<file path="src/rtl/div_share_arb.sv">
// div_share_arb
//   Round-robin arbiter and sequencer that shares one iterative divider among
//   NREQ requesters. One job at a time is accepted over a per-requester
//   valid/ready handshake. Each job either completes locally (divide-by-zero)
//   or runs on the divider with a watchdog. Its result is then returned on a
//   single valid/ready response port.
//
// Ports
//   clk, rst_n        clock, asynchronous active-low reset
//   req_valid[NREQ]   job request per requester
//   req_ready[NREQ]   one-hot accept; the handshake completes in the grant cycle
//   req_dividend      packed dividends, requester i at [i*BITS +: BITS]
//   req_divisor       packed divisors, same packing
//   rsp_valid/ready   response handshake
//   rsp_id            requester index of the response
//   rsp_quotient      quotient (all ones on divide-by-zero, 0 on timeout)
//   rsp_remainder     remainder (dividend on divide-by-zero, 0 on timeout)
//   rsp_err           00 ok, 01 divide-by-zero, 10 timeout
//   div_enable        divider enable, high for the duration of a division
//   div_a, div_b      divider operands, stable while div_enable is high
//   div_c, div_d      divider quotient / remainder
//   div_done          divider completion level; only its rising edge counts
module div_share_arb #(
  parameter int BITS    = 48,
  parameter int NREQ    = 4,
  parameter int IDW     = 2,
  parameter int TIMEOUT = 200
) (
  input  logic               clk,
  input  logic               rst_n,
  input  logic [NREQ-1:0]    req_valid,
  output logic [NREQ-1:0]    req_ready,
  input  logic [NREQ*BITS-1:0] req_dividend,
  input  logic [NREQ*BITS-1:0] req_divisor,
  output logic               rsp_valid,
  input  logic               rsp_ready,
  output logic [IDW-1:0]     rsp_id,
  output logic [BITS-1:0]    rsp_quotient,
  output logic [BITS-1:0]    rsp_remainder,
  output logic [1:0]         rsp_err,
  output logic               div_enable,
  output logic [BITS-1:0]    div_a,
  output logic [BITS-1:0]    div_b,
  input  logic [BITS-1:0]    div_c,
  input  logic [BITS-1:0]    div_d,
  input  logic               div_done
);

  localparam logic [1:0] S_IDLE   = 2'd0;
  localparam logic [1:0] S_LAUNCH = 2'd1;
  localparam logic [1:0] S_WAIT   = 2'd2;
  localparam logic [1:0] S_RESP   = 2'd3;

  localparam int TW = $clog2(TIMEOUT);

  logic [1:0]      state;
  logic [IDW-1:0]  rr_ptr;
  logic [BITS-1:0] op_a;
  logic [BITS-1:0] op_b;
  logic            done_q;
  logic [TW-1:0]   timer;

  logic            grant_vld;
  logic [IDW-1:0]  grant_idx;
  logic [IDW-1:0]  rr_next;
  logic [BITS-1:0] sel_a;
  logic [BITS-1:0] sel_b;
  logic            accept;
  logic            done_rise;
  logic            timed_out;

  // Round-robin search: first valid requester at or above rr_ptr, wrapping.
  always_comb begin
    grant_vld = 1'b0;
    grant_idx = '0;
    for (int k = 0; k < NREQ; k++) begin
      if (!grant_vld && req_valid[(k + int'(rr_ptr)) % NREQ]) begin
        grant_vld = 1'b1;
        grant_idx = IDW'((k + int'(rr_ptr)) % NREQ);
      end
    end
  end

  assign sel_a   = req_dividend[int'(grant_idx)*BITS +: BITS];
  assign sel_b   = req_divisor[int'(grant_idx)*BITS +: BITS];
  assign rr_next = (grant_idx == IDW'(NREQ-1)) ? '0 : grant_idx + IDW'(1);

  // Gated by rst_n so no accept is ever advertised while held in reset.
  assign accept    = rst_n && (state == S_IDLE) && grant_vld;
  assign req_ready = accept ? (NREQ'(1) << grant_idx) : '0;
  assign rsp_valid = (state == S_RESP);

  // Only a fresh rising edge of the level-type done is trusted; a done left
  // high from before launch is masked by done_q sampled during LAUNCH.
  assign done_rise = div_done && !done_q;
  assign timed_out = (timer == TW'(TIMEOUT-1));

  // Accept stage: operand capture for the launch that follows.
  always_ff @(posedge clk) begin
    if (accept) begin
      op_a <= sel_a;
      op_b <= sel_b;
    end
  end

  always_ff @(posedge clk or negedge rst_n) begin
    if (!rst_n) begin
      state         <= S_IDLE;
      rr_ptr        <= '0;
      rsp_id        <= '0;
      rsp_quotient  <= '0;
      rsp_remainder <= '0;
      rsp_err       <= 2'b00;
      div_enable    <= 1'b0;
      div_a         <= '0;
      div_b         <= BITS'(1);
      done_q        <= 1'b0;
      timer         <= '0;
    end else begin
      case (state)
        S_IDLE: begin
          if (accept) begin
            rr_ptr <= rr_next;
            rsp_id <= grant_idx;
            if (sel_b == '0) begin
              rsp_quotient  <= '1;
              rsp_remainder <= sel_a;
              rsp_err       <= 2'b01;
              state         <= S_RESP;
            end else begin
              state <= S_LAUNCH;
            end
          end
        end
        // Launch stage: present operands and start the divider.
        S_LAUNCH: begin
          div_a      <= op_a;
          div_b      <= op_b;
          div_enable <= 1'b1;
          timer      <= '0;
          done_q     <= div_done;
          state      <= S_WAIT;
        end
        // Wait stage: completion edge or watchdog expiry.
        S_WAIT: begin
          done_q <= div_done;
          timer  <= timer + TW'(1);
          if (done_rise) begin
            rsp_quotient  <= div_c;
            rsp_remainder <= div_d;
            rsp_err       <= 2'b00;
            div_enable    <= 1'b0;
            state         <= S_RESP;
          end else if (timed_out) begin
            rsp_quotient  <= '0;
            rsp_remainder <= '0;
            rsp_err       <= 2'b10;
            div_enable    <= 1'b0;
            state         <= S_RESP;
          end
        end
        // Response stage: hold results until consumed.
        S_RESP: begin
          if (rsp_ready) state <= S_IDLE;
        end
        default: state <= S_IDLE;
      endcase
    end
  end

endmodule
</file>
<file path="config.mk">
export PLATFORM = sky130hd
export DESIGN_NAME = div_share_arb
export DESIGN_NICKNAME = d
export VERILOG_FILES = /design/src/rtl/div_share_arb.sv
export SDC_FILE = /design/constraint.sdc
export NUM_CORES = 1
export LEC_CHECK = 0
export ABC_AREA = 0
export BUFFER_PORTS_ARGS = -buffer_cell sky130_fd_sc_hd__buf_2
export CAP_MARGIN = 20
export CORE_AREA = 2 2 269 271
export CTS_CLUSTER_SIZE = 28
export DETAILED_ROUTE_END_ITERATION = 10
export DIE_AREA = 0 0 271 273
export GPL_TIMING_DRIVEN = 0
export PLACE_DENSITY = 0.49
export SLEW_MARGIN = 20
export SYNTH_ARGS = -nofsm -noshare
export SYNTH_HDL_FRONTEND = slang
export SYNTH_SLANG_ARGS = --single-unit
</file>
<file path="constraint.sdc">
create_clock -name clk -period 8 [get_ports clk]
set_input_delay 1.2 -clock clk [delete_from_list [all_inputs] [get_ports clk]]
set_output_delay 1.2 -clock clk [all_outputs]
set_load 0.005 [all_outputs]
</file>
==> qor.yml <==
status: "completed"
worst_pin_slew_ns: 1.13
final_critical_path_setup_slack_ns: 2.29
area.growth.synth_to_final_pct: 39.5
globalRouteOverflowTotal: 0
chipHeight_um: 273
synth-seq-area-share_pct: 52.3
worst_setup_hold_path_clk_slew_ns: 0.06
finalCriticalPeriod_ns: 5.71
synth.lib_cells_used.distinct: 49
syn_area_um2: 15600
firstDrtPassIters: 5
post_drt_wl_per_cell_um: 24.0
timing.final.setup_violations: 0
synth-async-reset-ratio_pct: 68.6
drc: 0
antenna_found_initial: 12
rr_startpoint: "rr_ptr[0]"
cts.path.max_buffers: 3
synth_edf_count: 96
worst_path_dominant_cell_family: "compound AO/OA/AOI/OAI gates"
timing.setup.critical_path_class: "primary input to register"
path_common_cell: "buf_2"
critPathBufInv: 7
syn-instance-count: 1380
fillers: 7536
place_congestion: 0.953
cpPeakStageDelay_ns: 0.79
io_buf_count: 689
drv.max_cap_violation_count: 0
power_density_nw_per_um2: 382
placed_cells: 3024
post-cts-setup-buffer-count: 0
worst_r2r_path_depth: 15
r2r_slack_ns: 2.61
r2r_path_end: "rsp_quotient[42]"
synthesis.nets: 1878
fp.coreArea_um2: 71000
grt_pass1_vias: 14800
power_leakage_nw: 10.3
yosys_register_bits: 306
layout.nets: 2612
ys_warn_count: 0
clock_tree.htree_level_count: 2
worst_ep_required_time_ns: 8.45
insertion_delay_ns: 0.54
use_met2_pct: 32.2
die_area_um2: 74000
final_max_slew_viol_count: 0
clock_tree_from_tritoncts: "done"
number_of_placed_i_o_pins: 690
netlist_top_cells_area: "dfrtp_1 34%, edfxtp_1 19%, mux2i_1 9.4%"
globalRouteTotalUtil_pct: 19.2
worstSetupStartpoint: "req_valid[3]"
achievable-frequency_mhz: 175
cts_inserted_buffers: 38
cts_hold_buffers: 0
dr.first_iter.drc_count: 992
dp.final_hpwl_um: 59600
totalWireLength_um: 74500
synth_top_area_cell: "dfrtp_1"
hold_path.class: "register to register"
ys_dominant_reg_cell: "dfrtp_1"
cts_resized: 0
globalRoute.busiestLayer: "met2"
numClockSinks: 306
starting_density_of_the_core_pct: 21.9
drive_gt1_share_pct: 41.7
gr-usage-met3_pct: 4.48
grt_setup_unrepaired: "no"
critical-path-slowest-cell: "a211oi_1"
timing.critical_path.to_type: "register"
clock-skew-final_ns: 0.0163
fp-row-count: 98
post-synth-top-area-fraction_pct: 33.6
global_route_wire_length_before_repair_um: 104000
layout_commonest_cell: "buf_2"
worst_ep_arrival_time_ns: 6.16
path_max_fanout: 11
cts.root.buffer_cell: "clkbuf_16"
slew-limit-headroom_pct: 24.8
layoutNonFillerInstCount: 3102
floorplan.die.width_um: 271
cp_num_cells: 16
final_cell_mix: "704 x buf_2, 209 x dfrtp_1, 146 x mux2i_1"
max-vdd-ir-drop_mv: 0.241
ant_nets: 0
worstPathCellList: "buf_2, and3b_1, o21ai_1, and2_1, buf_4, inv_4, buf_2, buf_1, a211oi_1, o22ai_1, nor4_1, and4_1, a21oi_2, buf_2, buf_6, a32oi_1"
detail_route.vias_per_cell: 4.64
final_hold_viol_count: 0
postSynthAreaPerCell_um2: 11.3
grt_start_max_net_pins: 85
timing.critical_path.to: "rsp_quotient[42]"
dr_total_vias: 14400
met1_usage_pct: 24.5
startpoint_type: "primary input"
finalCritPeriodShare_pct: 71.4
place_worst_setup_slack_ns: 1.64
-- through the flow --
stage | total power, mW | utilization [%] | hold WS (ns) | setup TNS [ns] | area, um2
after floorplan | 4.66 | - | 0.454 | 0 | 15600
after global placement | 6.46 | 28.4 | 0.456 | -491.97 | 20200
after detailed placement | 6.51 | 28.6 | 0.463 | 0 | 20300
after CTS | 8.40 | 30.5 | 0.466 | 0 | 21700
after global routing | 8.80 | 30.5 | 0.489 | 0 | 21700
final | 8.29 | 30.6 | 0.466 | 0 | 21700
-- worst min-delay path by stage --
stage | slack [ns] | from | cells past startpoint | to
3_3_place_gp | 0.46 | op_a[6] | 1 | div_a[6]
2_1_floorplan | 0.45 | op_a[47] | 1 | div_a[47]
3_5_place_dp | 0.46 | op_a[5] | 1 | div_a[5]
4_1_cts | 0.47 | op_a[20] | 1 | div_a[20]
6_report | 0.47 | op_a[20] | 1 | div_a[20]
5_1_grt | 0.49 | op_b[13] | 1 | div_b[13]
-- worst reg2reg max path, cell delays in order (launching register included) --
cell	delay [ns]
dfrtp_1	0.42
nor2b_1	0.19
a211oi_2	0.69
and2_1	0.22
buf_4	0.18
inv_4	0.08
buf_2	0.20
buf_1	0.38
a211oi_1	0.79
o22ai_1	0.23
nor4_1	0.36
and4_1	0.53
a21oi_2	0.35
buf_2	0.33
buf_6	0.19
a32oi_1	0.16
-- flip-flops by register name, indices dropped and copies added (netlist names), 8 cells and up --
name and count:
div_a 48, div_b 48, op_a 48, op_b 48, rsp_quotient 48, rsp_remainder 48
timer 8
-- synth_stat cells (4+ instances only) --
library cell / n
buf_6: 6
buf_1: 11
nor2_1: 56
nand2_1: 108
buf_4: 4
a21oi_1: 53
mux2i_1: 146
and3_1: 96
mux2_2: 98
nor2b_1: 7
mux2_1: 47
edfxtp_1: 96
a32oi_1: 48
dfrtp_1: 209
ha_1: 10
a211oi_1: 96
nor4_1: 5
inv_1: 61
and2_1: 5
o21ai_0: 10
clkbuf_1: 82
buf_2: 15
o22ai_1: 26
nand3_1: 53
-- report_power, final --
group / internal, mW / switching [mW]
sequential: 2.34 / 0.290
combinational: 1.51 / 2.30
clock: 1.14 / 0.714
total: 4.98 / 3.30
-- cell families (layout without fill, tap and decap cells) --
kind of cell               after synthesis  in the layout  synth area share [%]
AOI/OAI and AO/OA                      247            247                  11.2
xor gates and xnor gates                 2              2                 0.113
adders and majority gates               10             10                 0.805
buffers and inverters                  180            944                  4.87
DFF                                    306            306                  52.3
muxes                                  291            291                  19.9
other                                    0              8                     0
and+or+nand+nor                        344            344                  10.8
-- routing by layer --
layer  routed length (um)  vias up
li1                     -     6567
met2                36500      525
met4                 1790        4
met3                 4820       99
met1                31300     7197
met5                   27        -
-- layout make-up --
| class | count | area (um2) | area share [%] |
|---|---|---|---|
| antenna | 8 | 20.0 | 0.0923 |
| multi-input combinational | 894 | 6660 | 30.7 |
| clock buffer | 60 | 1210 | 5.57 |
| sequential | 306 | 8140 | 37.5 |
| clock inverter | 10 | 130 | 0.600 |
| timing repair buffer | 694 | 3580 | 16.5 |
| tap | 950 | 1190 | 5.48 |
| buffer | 118 | 536 | 2.47 |
| inverter | 62 | 235 | 1.08 |
No activity file was read; power rests on OpenSTA's default activity.
